$ cat src/rtl/switch_debounce_stage.sv
// switch_debounce_stage
// Synchronizes and debounces eight slide switches. Every accepted change of
// the debounced value produces one event {changed_mask, new_value}, which is
// queued in a 4-entry FIFO for a downstream consumer.
//
// Event handshake: evt_valid is high while the FIFO holds at least one entry
// and evt_data shows the oldest entry. The entry is consumed on a rising edge
// where evt_valid && evt_ready. evt_data stays constant while
// evt_valid && !evt_ready. evt_ready while evt_valid is low has no effect.
module switch_debounce_stage #(
  parameter int unsigned DEBOUNCE_CYCLES = 500000
) (
  input  logic        clk_clk,
  input  logic        reset_reset_n,
  input  logic [7:0]  sw_raw,
  output logic [7:0]  sw_stable,
  output logic        evt_valid,
  input  logic        evt_ready,
  output logic [15:0] evt_data,
  output logic        evt_overflow,
  input  logic        clear_overflow
);

  // One spare bit above what DEBOUNCE_CYCLES-1 needs; the counter is cleared
  // at DEBOUNCE_CYCLES-1, so it never saturates.
  localparam int unsigned CW = $clog2(DEBOUNCE_CYCLES) + 1;
  localparam logic [CW-1:0] CNT_LAST = CW'(DEBOUNCE_CYCLES - 1);

  logic [7:0]    sync1;
  logic [7:0]    sync2;
  logic [CW-1:0] cnt      [8];
  logic [CW-1:0] cnt_next [8];
  logic [7:0]    stable_next;
  logic [7:0]    change_mask;

  logic          push_q;
  logic [15:0]   push_word_q;

  logic [15:0]   mem [4];
  logic [1:0]    wr_ptr;
  logic [1:0]    rd_ptr;
  logic [2:0]    count;
  logic          full;
  logic          pop;
  logic          do_push;
  logic          drop;

  // Two-flop synchronizer for the asynchronous switch levels.
  always_ff @(posedge clk_clk) begin
    if (!reset_reset_n) begin
      sync1 <= '0;
      sync2 <= '0;
    end else begin
      sync1 <= sw_raw;
      sync2 <= sync1;
    end
  end

  // Per-bit debounce: count consecutive disagreeing cycles, flip on the last one.
  always_comb begin
    stable_next = sw_stable;
    for (int i = 0; i < 8; i++) begin
      cnt_next[i] = '0;
      if (sync2[i] != sw_stable[i]) begin
        if (cnt[i] == CNT_LAST) begin
          stable_next[i] = ~sw_stable[i];
        end else begin
          cnt_next[i] = cnt[i] + CW'(1);
        end
      end
    end
  end

  assign change_mask = stable_next ^ sw_stable;

  // Debounced value, counters and the registered event request.
  // The request register delays the FIFO write by one cycle, so evt_valid
  // rises the cycle after sw_stable changes.
  always_ff @(posedge clk_clk) begin
    if (!reset_reset_n) begin
      sw_stable   <= '0;
      push_q      <= 1'b0;
      push_word_q <= '0;
      for (int i = 0; i < 8; i++) cnt[i] <= '0;
    end else begin
      sw_stable   <= stable_next;
      push_q      <= |change_mask;
      push_word_q <= {change_mask, stable_next};
      for (int i = 0; i < 8; i++) cnt[i] <= cnt_next[i];
    end
  end

  assign full    = (count == 3'd4);
  assign evt_valid = (count != 3'd0);
  assign pop     = evt_valid & evt_ready;
  // A pop on the same edge frees the slot, so a full FIFO still accepts.
  assign do_push = push_q & (~full | pop);
  assign drop    = push_q & full & ~pop;
  assign evt_data = evt_valid ? mem[rd_ptr] : 16'h0000;

  // FIFO storage; contents are qualified by count, so no reset is needed.
  always_ff @(posedge clk_clk) begin
    if (do_push) mem[wr_ptr] <= push_word_q;
  end

  // FIFO pointers and occupancy.
  always_ff @(posedge clk_clk) begin
    if (!reset_reset_n) begin
      wr_ptr <= 2'd0;
      rd_ptr <= 2'd0;
      count  <= 3'd0;
    end else begin
      if (do_push) wr_ptr <= wr_ptr + 2'd1;
      if (pop)     rd_ptr <= rd_ptr + 2'd1;
      case ({do_push, pop})
        2'b10:   count <= count + 3'd1;
        2'b01:   count <= count - 3'd1;
        default: count <= count;
      endcase
    end
  end

  // Sticky overflow flag; a drop on the same edge as a clear keeps it set.
  always_ff @(posedge clk_clk) begin
    if (!reset_reset_n) begin
      evt_overflow <= 1'b0;
    end else if (drop) begin
      evt_overflow <= 1'b1;
    end else if (clear_overflow) begin
      evt_overflow <= 1'b0;
    end
  end

endmodule

$ cat config.mk
export PLATFORM = sky130hd
export DESIGN_NAME = switch_debounce_stage
export DESIGN_NICKNAME = d
export VERILOG_FILES = /design/src/rtl/switch_debounce_stage.sv
export SDC_FILE = /design/constraint.sdc
export NUM_CORES = 1
export LEC_CHECK = 0
export CAP_MARGIN = 5
export CORE_ASPECT_RATIO = 1.5
export CORE_MARGIN = 1
export CORE_UTILIZATION = 35
export CTS_CLUSTER_SIZE = 40
export DETAILED_ROUTE_END_ITERATION = 7
export PLACE_DENSITY = 0.49
export RECOVER_POWER = 100
export SYNTH_ARGS = -nofsm -noshare
export SYNTH_HDL_FRONTEND = slang
export SYNTH_SLANG_ARGS = --single-unit
$ cat constraint.sdc
create_clock -name clk_clk -period 5.7 [get_ports clk_clk]
set_input_delay 1.14 -clock clk_clk [delete_from_list [all_inputs] [get_ports clk_clk]]
set_output_delay 1.14 -clock clk_clk [all_outputs]
set_load 0.02 [all_outputs]
* Yosys cells after proc, flatten, opt, wreduce, memory -nomap -nowiden *
Memories as Yosys holds them, arrays and structs flattened. A register that Yosys moved wholly into a read port is not among the register bits.
Index checks and enable logic that the tools add are counted.
Widths: inputs -> output; s select.

storage, ports and cells
  logic and storage cells = 120
  memory bits (writable) = 224
  register bits after elaboration = 49
  memories kept = 2

memories
  memory  depth  width  read ports  clocked after Yosys merged registers in  write ports  line  RTL
  cnt     8      20     8           0                                        8            31    logic [CW-1:0] cnt [8];
  mem     4      16     1           1                                        1            39    logic [15:0] mem [4];

operators by class
  reduce and logical (&&, ||, !) cells = 4
  bitwise gates (word level) = 24
  equal/unequal tests = 19
  mux-type cells = 50
  add/subtract/negate cells = 12

operator list
  kind                   number
  $mux 20                24
  $add 20x1->20 const B  8
  $eq 20x19->1 const B   8
  $mux 1                 22
  $mux 16                1
  $not 1->1              10
  $or 1x1->1             9
  $ne 1x1->1             8
  $reduce_or 8->1        1
  $xor 8x8->8            1
  $pmux 3 s2             1
  $add 2x1->2 const B    2
  $and 1x1->1            4
  $mux 2                 2
  $reduce_bool 2->1      2
  $add 3x1->3 const B    1
  $eq 3x3->1 const B     1
  $reduce_bool 3->1      1
  $sub 3x1->3 const B    1
  $eq 2x1->1 const B     1
  $eq 2x2->1 const B     1

* Depth between registers and ports, before layout *
  depth after elaboration = 6
  depth in mapped cells = 10
  depth with buffers taken out = 9

* Worst setup path before layout *
Ideal clock, no wire load.

  path type = input -> register
  from = in evt_ready
  to = reg count[2]
  required time = 5.624 ns
  path slack = 2.729 ns
  data arrival time = 2.895 ns
  buffers on the path = 1
  setup time = 0.076 ns
  stages = 10
  cells stage by stage = nor4b_1 > nor2b_1 > clkbuf_1 > inv_1 > ha_1 > inv_1 > fa_1 > xor2_1 > or3_1 > a21boi_0

between the ends
  word-level cells in the longest chain between the ends = 5

RTL lines
  what                                             line  RTL
  start, declared                                  18    input logic evt_ready,
  $and 1x1->1 *                                    95    assign pop = evt_valid & evt_ready;
  $or 1x1->1                                       97    assign do_push = push_q & (~full | pop);
  $and 1x1->1                                      97
  $eq 2x1->1 or $eq 2x2->1 (tied branches)         115   case ({do_push, pop})
  $pmux 3 s2 or $reduce_bool 2->1 (tied branches)  --
  end signal, assigned                             116   2'b10: count <= count + 3'd1;
  end signal, assigned                             117   2'b01: count <= count - 3'd1;
  end signal, assigned                             118   default: count <= count;
  end, declared                                    42    logic [2:0] count;

Every way passes the cells marked *; elsewhere a longest branch is shown, timed or not.
A chain may end at the register's enable or synchronous reset.

==> key figures <==
Setup path
  – Critical path, cell by cell: clkbuf_1, mux4_2, and2_1, dlygate4sd3_1
  – Startpoint types: register
  – Crit path arrival time: 3.22 ns
  – Critical-path top delay cell: dfxtp_1
  – CP bufs+invs: 2
  – Largest stage delay on the critical path: 0.83 ns
  – Setup crit end kind: primary output
  – Critical path type: reg2out
  – CP Data Required Time: about 4.6 ns
  – Crit-path max FO: 12
  – Critical path's top delay family: buffers and inverters

Final layout
  – Most frequent cells in the layout: 203 x dfxtp_1, 194 x nor2_1, 96 x xor2_1
  – Area grow syn2layout: 14.7%
  – Commonest non-fill, non-tap cell in the layout: dfxtp_1
  – Share of layout cells above drive strength 1: 0.0583
  – Post-layout net count: 1120
  – ANT cells: 0

Synthesis
  – Post-synth EDFFs: 64
  – Post-synthesis sequential area ratio: 0.545
  – Syn_nets: 1090
  – Cells after Synth: 1064
  – Unique masters post-synth: 43
  – #FFs+latches synth: 267
  – Ys flop type: dfxtp_1
  – Syn. warnings: 0
  – Cell Area, Synth: between 10000 and 15000 µm²
  – Avg Cell Area, Syn: 10.3 µm²
  – Asr flop ratio synth: 0

Clocking
  – # hold bufs at CTS: 0
  – H-tree depth: 1
  – CTS tree: built
  – Clk slew on worst S/H paths: about 0.06 ns
  – Clk Latency, worst-skew pair: 0.53 ns
  – Clock sinks: around 270
  – CTS Root Cell: clkbuf_16
  – CTS buffer count: 26
  – Post-CTS Resized: 0
  – Post-CTS setup buffers: 0
  – Clock Path Buffers: 3

Power
  – Leakage: between 4 and 5 nW
  – Maximum vdd drop: 0.000183 V
  – PwrDens: 305 nW/µm²
  – Total power draw: 0.00384 W

Timing
  – Worst Skew: 0.00798 ns
  – Slew HR: 0.153
  – Slew Viols, Final: 0
  – Final setup violating endpoints: 0
  – RSZ-0062 raised after global routing: no
  – Final Hold Fails: 0
  – Least-Margin Pin Slew: 1.27 ns
  – Final min period: 4.36 ns
  – Setup_tns: 0 ns
  – Period utilisation layout: 0.766
  – Highest clock rate: 0.229 GHz

Floorplan
  – Die height: 219 µm
  – Starting Density: 0.355
  – Core Region: approximately 31000 µm²
  – Die Width: 147 µm
  – Placement Rows: 79
  – Die area: 32100 µm²
  – IO Count: 38

Global routing
  – Overall Global Routing Usage: 0.135
  – Vias in the first global route: 7170
  – Largest net degree at the start of global routing: 31
  – Initial antenna violation count: 0
  – Congestion Overflow GR: 0
  – First-pass GRT wire length: 35400 µm

Drt
  – Wirelength per Cell: 13.6 µm
  – Drt drc: 1
  – Vias per cell: 4.69
  – Post-Route WL: 20600 µm
  – DR pass1 iterations: 6
  – Detailed router's first-iteration violation count: between 150 and 200
  – Via Count: 7121
  – Routed Antenna Nets: 0

Placed design
  – Port bufs: 37
  – Post-DP HPWL: 14300 µm
  – Gp weighted congestion: between 0.7 and 0.8

Status
  – Violated checks: design-rule violations
  – Status: complete, but fails checks

Run
  – Max-Cap Viols: 0

Hold path
  – Worst min-delay path class: reg2reg
path summary, 6_finish.rpt:
path	slack, ns	cells after the start	to	from
min reg2reg	0.44	1	sync2[4]	sync1[4]
min	0.44	1	sync2[4]	sync1[4]
max	1.34	4	evt_data[7]	register
max reg2reg	3.24	8	count[2]	count[0]
cell families after synthesis:
| kind of cell | synth area share |
|---|---|
| simple gates | 0.238 |
| flops | 0.545 |
| xor+xnor | 0.123 |
| buf+inv | 0.0275 |
| compound gates | 0.0124 |
| mux | 0.0374 |
| fa+ha+maj | 0.0166 |
worst reg2reg max path, stage by stage (launching register included):
cell	delay, ns
dfxtp_1	0.38
or3_1	0.50
and2_1	0.27
ha_1	0.21
inv_1	0.06
fa_1	0.37
xor2_1	0.15
or3_1	0.30
a21boi_0	0.15
synthesized netlist by cell type, types with 12 or more instances:
library cell,number,area share
dfxtp_1,203,0.37
nand3_1,65,0.030
edfxtp_1,64,0.18
nand4_1,46,0.026
and2_1,43,0.024
nor3_1,26,0.012
mux4_2,16,0.033
xnor2_1,58,0.046
ha_1,13,0.015
xor2_1,96,0.077
nor2_1,194,0.066
and3_1,18,0.010
nor4_1,12,0.0068
clkbuf_1,22,0.0075
inv_1,27,0.0092
nand2_1,57,0.019
layer usage:
metal,GRT usage,vias up,routed length (µm)
met5,0,-,0
met4,0.0431,0,262
met3,0.0210,22,633
met2,0.246,70,10700
met1,0.160,3337,9000
li1,-,3692,-
stage by stage:
step | area (µm²) | hold slack (ns) | std cells | utilization | setup WS [ns]
2_1_floorplan | 11000 | 0.412 | 1064 | - | 2.73
3_3_place_gp | 11700 | 0.417 | 1471 | 0.378 | 2.09
3_5_place_dp | 11700 | 0.426 | 1471 | 0.378 | 2.09
4_1_cts | 12600 | 0.441 | 1519 | 0.408 | 1.50
5_1_grt | 12600 | 0.455 | 1519 | 0.407 | 1.07
6_report | 12600 | 0.437 | 1519 | 0.407 | 1.34
power by group:
group | total (W) | switching, W | internal [W] | leakage (nW)
Sequential | 0.00194 | 0.00000380 | 0.00193 | 2.31
Combinational | 0.0000323 | 0.0000194 | 0.0000129 | 1.43
Clock | 0.00187 | 0.000725 | 0.00114 | 0.455
flip-flops by register name, summed over array words and instances, names as in the netlist, named ones only:
register and flops:
count 3, mem 64, push_word_q 9, sync2 8, cnt 160, sync1 8, sw_stable 7, push_q 1
evt_overflow 1, wr_ptr 2, rd_ptr 2
cell type report:
type                       count  area, µm²
clock inverter                16        241
multi-input combinational    731       4690
fill                        2996      18300
tap                          405        507
sequential                   267       5990
inverter                      27        101
timing repair buffer          41        379
clock buffer                  32        694
Note: power is estimated with default switching activity, not from simulation.
